[config.mk]
export PLATFORM = sky130hd
export DESIGN_NAME = int_src
export DESIGN_NICKNAME = d
export VERILOG_FILES = /design/src/rtl/int_src.sv
export SDC_FILE = /design/constraint.sdc
export NUM_CORES = 1
export LEC_CHECK = 0
export CORE_MARGIN = 8
export CORE_UTILIZATION = 40
export CTS_CLUSTER_DIAMETER = 100
export CTS_CLUSTER_SIZE = 25
export DETAILED_ROUTE_END_ITERATION = 12
export GPL_ROUTABILITY_DRIVEN = 0
export HOLD_SLACK_MARGIN = 0.06
export PLACE_DENSITY_LB_ADDON = 0.3
export SLEW_MARGIN = 20
export SYNTH_ARGS = -nofsm -noshare
export SYNTH_HDL_FRONTEND = slang
export SYNTH_SLANG_ARGS = --single-unit
export TNS_END_PERCENT = 20
[constraint.sdc]
create_clock -name clk -period 3.1 [get_ports clk]
set_input_delay 0.465 -clock clk [delete_from_list [all_inputs] [get_ports clk]]
set_output_delay 0.465 -clock clk [all_outputs]
set_load 0.05 [all_outputs]
[src/rtl/int_src.sv]
// -----------------------------------------------------------------------------
// int_src -- external interrupt source with an optional CP0 Count/Compare timer.
//
// Six asynchronous interrupt lines are synchronised and edge-detected.
// Each detected edge sets a sticky pending bit. A small FSM presents a
// snapshot of pending to the commit stage and holds it until the commit stage
// acknowledges it. When acknowledged, only the presented bits are cleared.
//
// Optional feature macro: TIMER_INT_EN
//   defined   : the Count/Compare timer drives pending[5] and irq_raw[5] is
//               ignored; Count and Compare can be read and written at CP0
//               addresses 8'h48 and 8'h58.
//   undefined : bit 5 is an ordinary external line and cp0_rdata is always 0.
//
// Ports
//   clk              : clock, rising edge
//   resetn           : asynchronous active-low reset
//   irq_raw[5:0]     : asynchronous interrupt lines, active-high
//   ext_int_response : commit stage has taken the presented interrupts
//   cp0_wen          : CP0 write strobe (MTC0 at commit)
//   cp0_addr[7:0]    : CP0 address {rd, sel}
//   cp0_wdata[31:0]  : CP0 write data
//   ext_int[5:0]     : registered interrupt vector presented to commit
//   cp0_rdata[31:0]  : combinational Count/Compare read data
//   busy             : registered, high whenever the FSM is not IDLE
// -----------------------------------------------------------------------------
module int_src (
    input  logic        clk,
    input  logic        resetn,
    input  logic [5:0]  irq_raw,
    input  logic        ext_int_response,
    input  logic        cp0_wen,
    input  logic [7:0]  cp0_addr,
    input  logic [31:0] cp0_wdata,
    output logic [5:0]  ext_int,
    output logic [31:0] cp0_rdata,
    output logic        busy
);

    localparam int unsigned IRQ_W  = 6;
    localparam int unsigned DATA_W = 32;
    localparam int unsigned ADDR_W = 8;
    localparam logic [ADDR_W-1:0] COUNT_ADDR   = 8'h48;
    localparam logic [ADDR_W-1:0] COMPARE_ADDR = 8'h58;

    typedef enum logic [1:0] {
        ST_IDLE    = 2'd0,
        ST_PRESENT = 2'd1,
        ST_HOLD    = 2'd2
    } state_t;

    // ---------------------------------------------------------------------
    // Synchroniser and rising-edge detector
    // ---------------------------------------------------------------------
    logic [IRQ_W-1:0] sync1_q, sync1_d;
    logic [IRQ_W-1:0] sync2_q, sync2_d;
    logic [IRQ_W-1:0] sync_dly_q, sync_dly_d;
    logic [IRQ_W-1:0] edge_det;

    always_comb begin
        sync1_d    = irq_raw;
        sync2_d    = sync1_q;
        sync_dly_d = sync2_q;
        edge_det   = sync2_q & ~sync_dly_q;
    end

    always_ff @(posedge clk or negedge resetn) begin
        if (!resetn) begin
            sync1_q    <= '0;
            sync2_q    <= '0;
            sync_dly_q <= '0;
        end else begin
            sync1_q    <= sync1_d;
            sync2_q    <= sync2_d;
            sync_dly_q <= sync_dly_d;
        end
    end

    // ---------------------------------------------------------------------
    // Interrupt set sources (timer replaces line 5 when enabled)
    // ---------------------------------------------------------------------
    logic [IRQ_W-1:0] irq_set;
    logic             compare_wr;

`ifdef TIMER_INT_EN
    logic [DATA_W-1:0] count_q, count_d;
    logic [DATA_W-1:0] compare_q, compare_d;
    logic              toggle_q, toggle_d;
    logic              count_inc;
    logic              count_wr;
    logic              timer_match;
    logic              unused_irq5;

    // Count advances on every cycle where the toggle bit is set; a Count
    // write suppresses that cycle's increment and restarts the toggle.
    always_comb begin
        count_wr    = cp0_wen && (cp0_addr == COUNT_ADDR);
        compare_wr  = cp0_wen && (cp0_addr == COMPARE_ADDR);
        count_inc   = toggle_q && !count_wr;
        toggle_d    = ~toggle_q;
        count_d     = count_q;
        compare_d   = compare_q;
        if (count_wr) begin
            count_d  = cp0_wdata;
            toggle_d = 1'b0;
        end else if (count_inc) begin
            count_d  = count_q + DATA_W'(1);
        end
        if (compare_wr) begin
            compare_d = cp0_wdata;
        end
        timer_match = count_inc && (count_d == compare_q);
    end

    always_ff @(posedge clk or negedge resetn) begin
        if (!resetn) begin
            count_q   <= '0;
            compare_q <= '0;
            toggle_q  <= 1'b0;
        end else begin
            count_q   <= count_d;
            compare_q <= compare_d;
            toggle_q  <= toggle_d;
        end
    end

    // Read path shows the register value before any same-cycle write.
    always_comb begin
        cp0_rdata = '0;
        if (cp0_addr == COUNT_ADDR) begin
            cp0_rdata = count_q;
        end else if (cp0_addr == COMPARE_ADDR) begin
            cp0_rdata = compare_q;
        end
    end

    always_comb begin
        irq_set = {timer_match, edge_det[IRQ_W-2:0]};
    end

    assign unused_irq5 = edge_det[IRQ_W-1];
`else
    logic unused_cp0;

    always_comb begin
        irq_set    = edge_det;
        compare_wr = 1'b0;
        cp0_rdata  = '0;
    end

    assign unused_cp0 = ^{cp0_wen, cp0_addr, cp0_wdata};
`endif

    // ---------------------------------------------------------------------
    // Presentation FSM
    // ---------------------------------------------------------------------
    state_t           state_q, state_d;
    logic [IRQ_W-1:0] pending_q, pending_d;
    logic [IRQ_W-1:0] snap_q, snap_d;
    logic [IRQ_W-1:0] ext_int_q, ext_int_d;
    logic             busy_q, busy_d;
    logic [IRQ_W-1:0] clr_mask;

    // Next state, snapshot capture and registered output vector.
    always_comb begin
        state_d   = state_q;
        snap_d    = snap_q;
        ext_int_d = '0;
        clr_mask  = '0;
        case (state_q)
            ST_IDLE: begin
                if (pending_q != '0) begin
                    state_d   = ST_PRESENT;
                    snap_d    = pending_q;
                    ext_int_d = pending_q;
                end
            end
            ST_PRESENT: begin
                ext_int_d = snap_q;
                if (ext_int_response) begin
                    state_d   = ST_HOLD;
                    clr_mask  = snap_q;
                    ext_int_d = '0;
                end
            end
            ST_HOLD: begin
                state_d = ST_IDLE;
            end
            default: begin
                state_d = ST_IDLE;
            end
        endcase
        busy_d = (state_d != ST_IDLE);
    end

    // Clear acknowledged bits first so a same-cycle edge still sets them;
    // a Compare write then drops the timer bit regardless of a match.
    always_comb begin
        pending_d = (pending_q & ~clr_mask) | irq_set;
        if (compare_wr) begin
            pending_d[IRQ_W-1] = 1'b0;
        end
    end

    always_ff @(posedge clk or negedge resetn) begin
        if (!resetn) begin
            state_q   <= ST_IDLE;
            pending_q <= '0;
            snap_q    <= '0;
            ext_int_q <= '0;
            busy_q    <= 1'b0;
        end else begin
            state_q   <= state_d;
            pending_q <= pending_d;
            snap_q    <= snap_d;
            ext_int_q <= ext_int_d;
            busy_q    <= busy_d;
        end
    end

    assign ext_int = ext_int_q;
    assign busy    = busy_q;

endmodule

==> flow_summary.toml <==
[run_status]
status = "completed"

[placement]
dp_hpwl_mm = 1.65
io_buffers = 15

[timing]
rsz0062_at_grt = "no"
hold_viol_final = 0
worst_pin_slew_ns = 0.816
period_share = 0.610
holdWs_ns = 0.264
slew_headroom = 0.456
setup_viol = 0
drv_slew = 0
fin_worst_skew_ns = 0.00733
fin_crit_ns = 1.89
fmax_ghz = 0.529
fin_setup_tns_ns = 0

[synth]
netlist_instances = 127
synth.most_common_cell = "dfrtp_1"
muxShareOfSynthArea = 0
async_flop_share = 1.00
ys_top_cells_by_area = "dfrtp_1, buf_4, a22o_1"
synthAdderAreaFrac = 0
synth_area_per_cell_um2 = 12.3
synth-compound-area-share = 0.112
synth_top_area_cell = "dfrtp_1"
synth-seq-cells = 39
synth_edf_count = 0
synth_xor_area_frac = 0
synthSimpleGateAreaFrac = 0.0827
synthDistinctLibCells = 20
synth_top_family_by_area = "buffers and inverters"
yosysWarnings = 0
synth_common_cells = "dfrtp_1, buf_4, a22o_1"
syn-cell-area_um2 = 1560
synth_ff_type = "dfrtp_1"
synth_top_area_share = 0.627
yosysSeqAreaShare = 0.627

[cts]
cts-root-buf = "clkbuf_8"
cts_resized = 0
cts_sinks = 39
clock_latency_ns = 0.29
cts_tree = "done"
cts_buffers = 5
htree_levels = 2
hold_buffers = 0
cts.path.max_buffers = 2
path_clk_slew_ns = 0.07
post-cts-setup-buffers = 0

[grt]
antenna_found_initial = 0
grt_pass1_vias = 878
grt_max_degree = 40
globalRouteOverflowTotal = 0
gr-usage-all-layers = 0.0815
grt_pass1_wl_mm = 4.02

[floorplanning]
placementRows = 22
initial_core_util = 0.419
ios = 89
die_h_um = 78.4
die_area_um2 = 6150
fp.dieW_um = 78.4
fp.coreArea_um2 = 3720

[power_and_ir_drop]
vdd_drop_max_uv = 315
power_density_nw_per_um2 = 894
leakage_nw = 0.825

[worst_setup_path]
worstSetupEndpointType = "output pin"
reg2reg_to = "state_q[0]$_DFF_PN0_"
worst-r2r-cell-count = 3
cp_slowest_cell = "clkdlybuf4s50_1"
crit_family = "buffers and inverters"
critPathArrivalTime_ns = 1.43
worstReg2RegStart = "pending_q[0]$_DFF_PN0_"
worst-path-buf-inv = 1
cp.required_ns = 2.63
worstSetupPathType = "flip-flop to output pin"
slowest_delay_ns = 0.80
start_kind = "flip-flop"
path_cells = "clkdlybuf4s50_1"
r2r_slack_ns = 1.55
crit_fanout = 1

[routing]
viasPerCell = 4.28
drt-initial-drc-count = 17
m1WireLength_um = 920
first_pass_iters = 3
drt_wl_total_mm = 2.24
drtAntennaViolNets = 0
met2_length_um = 991
highest_layer = "met4"
wl_per_cell_um = 11.6
vias = 830
wl_met3_um = 288
drc = 0

[final_layout]
areaGrowthSynthToFinish_pct = 12.0
fillerInstances = 345
layout-drive-gt1-share = 0.0822
nets = 195
fin_util = 0.469
num_antenna_cells = 0

[min_path]
hold_class = "input pin to async pin"

[flow_run]
cap_viol_max_count = 0
==> sequential cells by signal, summed over array words and instances (netlist names) <==
| name | cells |
|---|---|
| sync_dly_q | 6 |
| ext_int | 6 |
| sync2_q | 6 |
| snap_q | 6 |
| sync1_q | 6 |
| state_q | 2 |
| busy | 1 |
| pending_q | 6 |
==> final cells by class <==
class	count	area (µm²)	share of cell area
Timing Repair Buffer	15	145	0.0832
Multi-Input combinational cell	78	423	0.242
Clock buffer	6	82.6	0.0473
Tap cell	48	60.1	0.0344
Clock inverter	2	35.0	0.0201
Inverter	6	22.5	0.0129
Sequential cell	39	976	0.560
==> stage by stage <==
| stage | std cells | worst slack [ns] | cell area (µm²) | power (W) |
|---|---|---|---|---|
| after floorplan | 158 | 1.70 | 1670 | 0.00105 |
| after global placement | 186 | 1.37 | 1630 | 0.00113 |
| after detailed placement | 186 | 1.38 | 1630 | 0.00114 |
| after CTS | 194 | 1.18 | 1740 | 0.00158 |
| after global routing | 194 | 1.17 | 1740 | 0.00164 |
| final | 194 | 1.21 | 1740 | 0.00156 |
==> cells by family after synthesis <==
kind of cell | Yosys count
buffers and inverters | 41
other | 1
AO/OA/AOI/OAI | 22
AND/OR/NAND/NOR | 24
flip-flops | 39
==> per-layer routing <==
metal	up-vias	GRT usage
met5	-	0
met4	0	0.0500
met3	3	0.0410
met2	40	0.127
met1	398	0.0870
li1	389	-
==> placed cells by master, fill, tap and decap left out, types with 2 or more instances in the layout <==
cell / count
dfrtp_1: 39
conb_1: 32
clkdlybuf4s50_1: 14
a22o_1: 12
nor2b_1: 6
a21oi_1: 6
nor2_1: 6
inv_1: 6
nand2_1: 6
clkbuf_8: 6
o21ai_0: 2
==> report_power, final <==
group | internal [W] | switching [W]
Combinational | 0.000141 | 0.000273
Sequential | 0.000620 | 0.0000938
Clock | 0.000260 | 0.000172
Total | 0.00102 | 0.000539
==> how the worst max path moves through the flow <==
| stage | from | to | slack (ns) | depth (start not counted) |
|---|---|---|---|---|
| after global routing | ext_int[0]$_DFF_PN0_ | ext_int[0] | 1.17 | 1 |
| after CTS | ext_int[0]$_DFF_PN0_ | ext_int[0] | 1.18 | 1 |
| after floorplan | pending_q[0]$_DFF_PN0_ | state_q[0]$_DFF_PN0_ | 1.70 | 3 |
| final | ext_int[0]$_DFF_PN0_ | ext_int[0] | 1.21 | 1 |
| after global placement | ext_int_response | pending_q[0]$_DFF_PN0_ | 1.37 | 4 |
| after detailed placement | ext_int_response | pending_q[2]$_DFF_PN0_ | 1.38 | 4 |
Note: power is estimated with default switching activity, not from simulation.
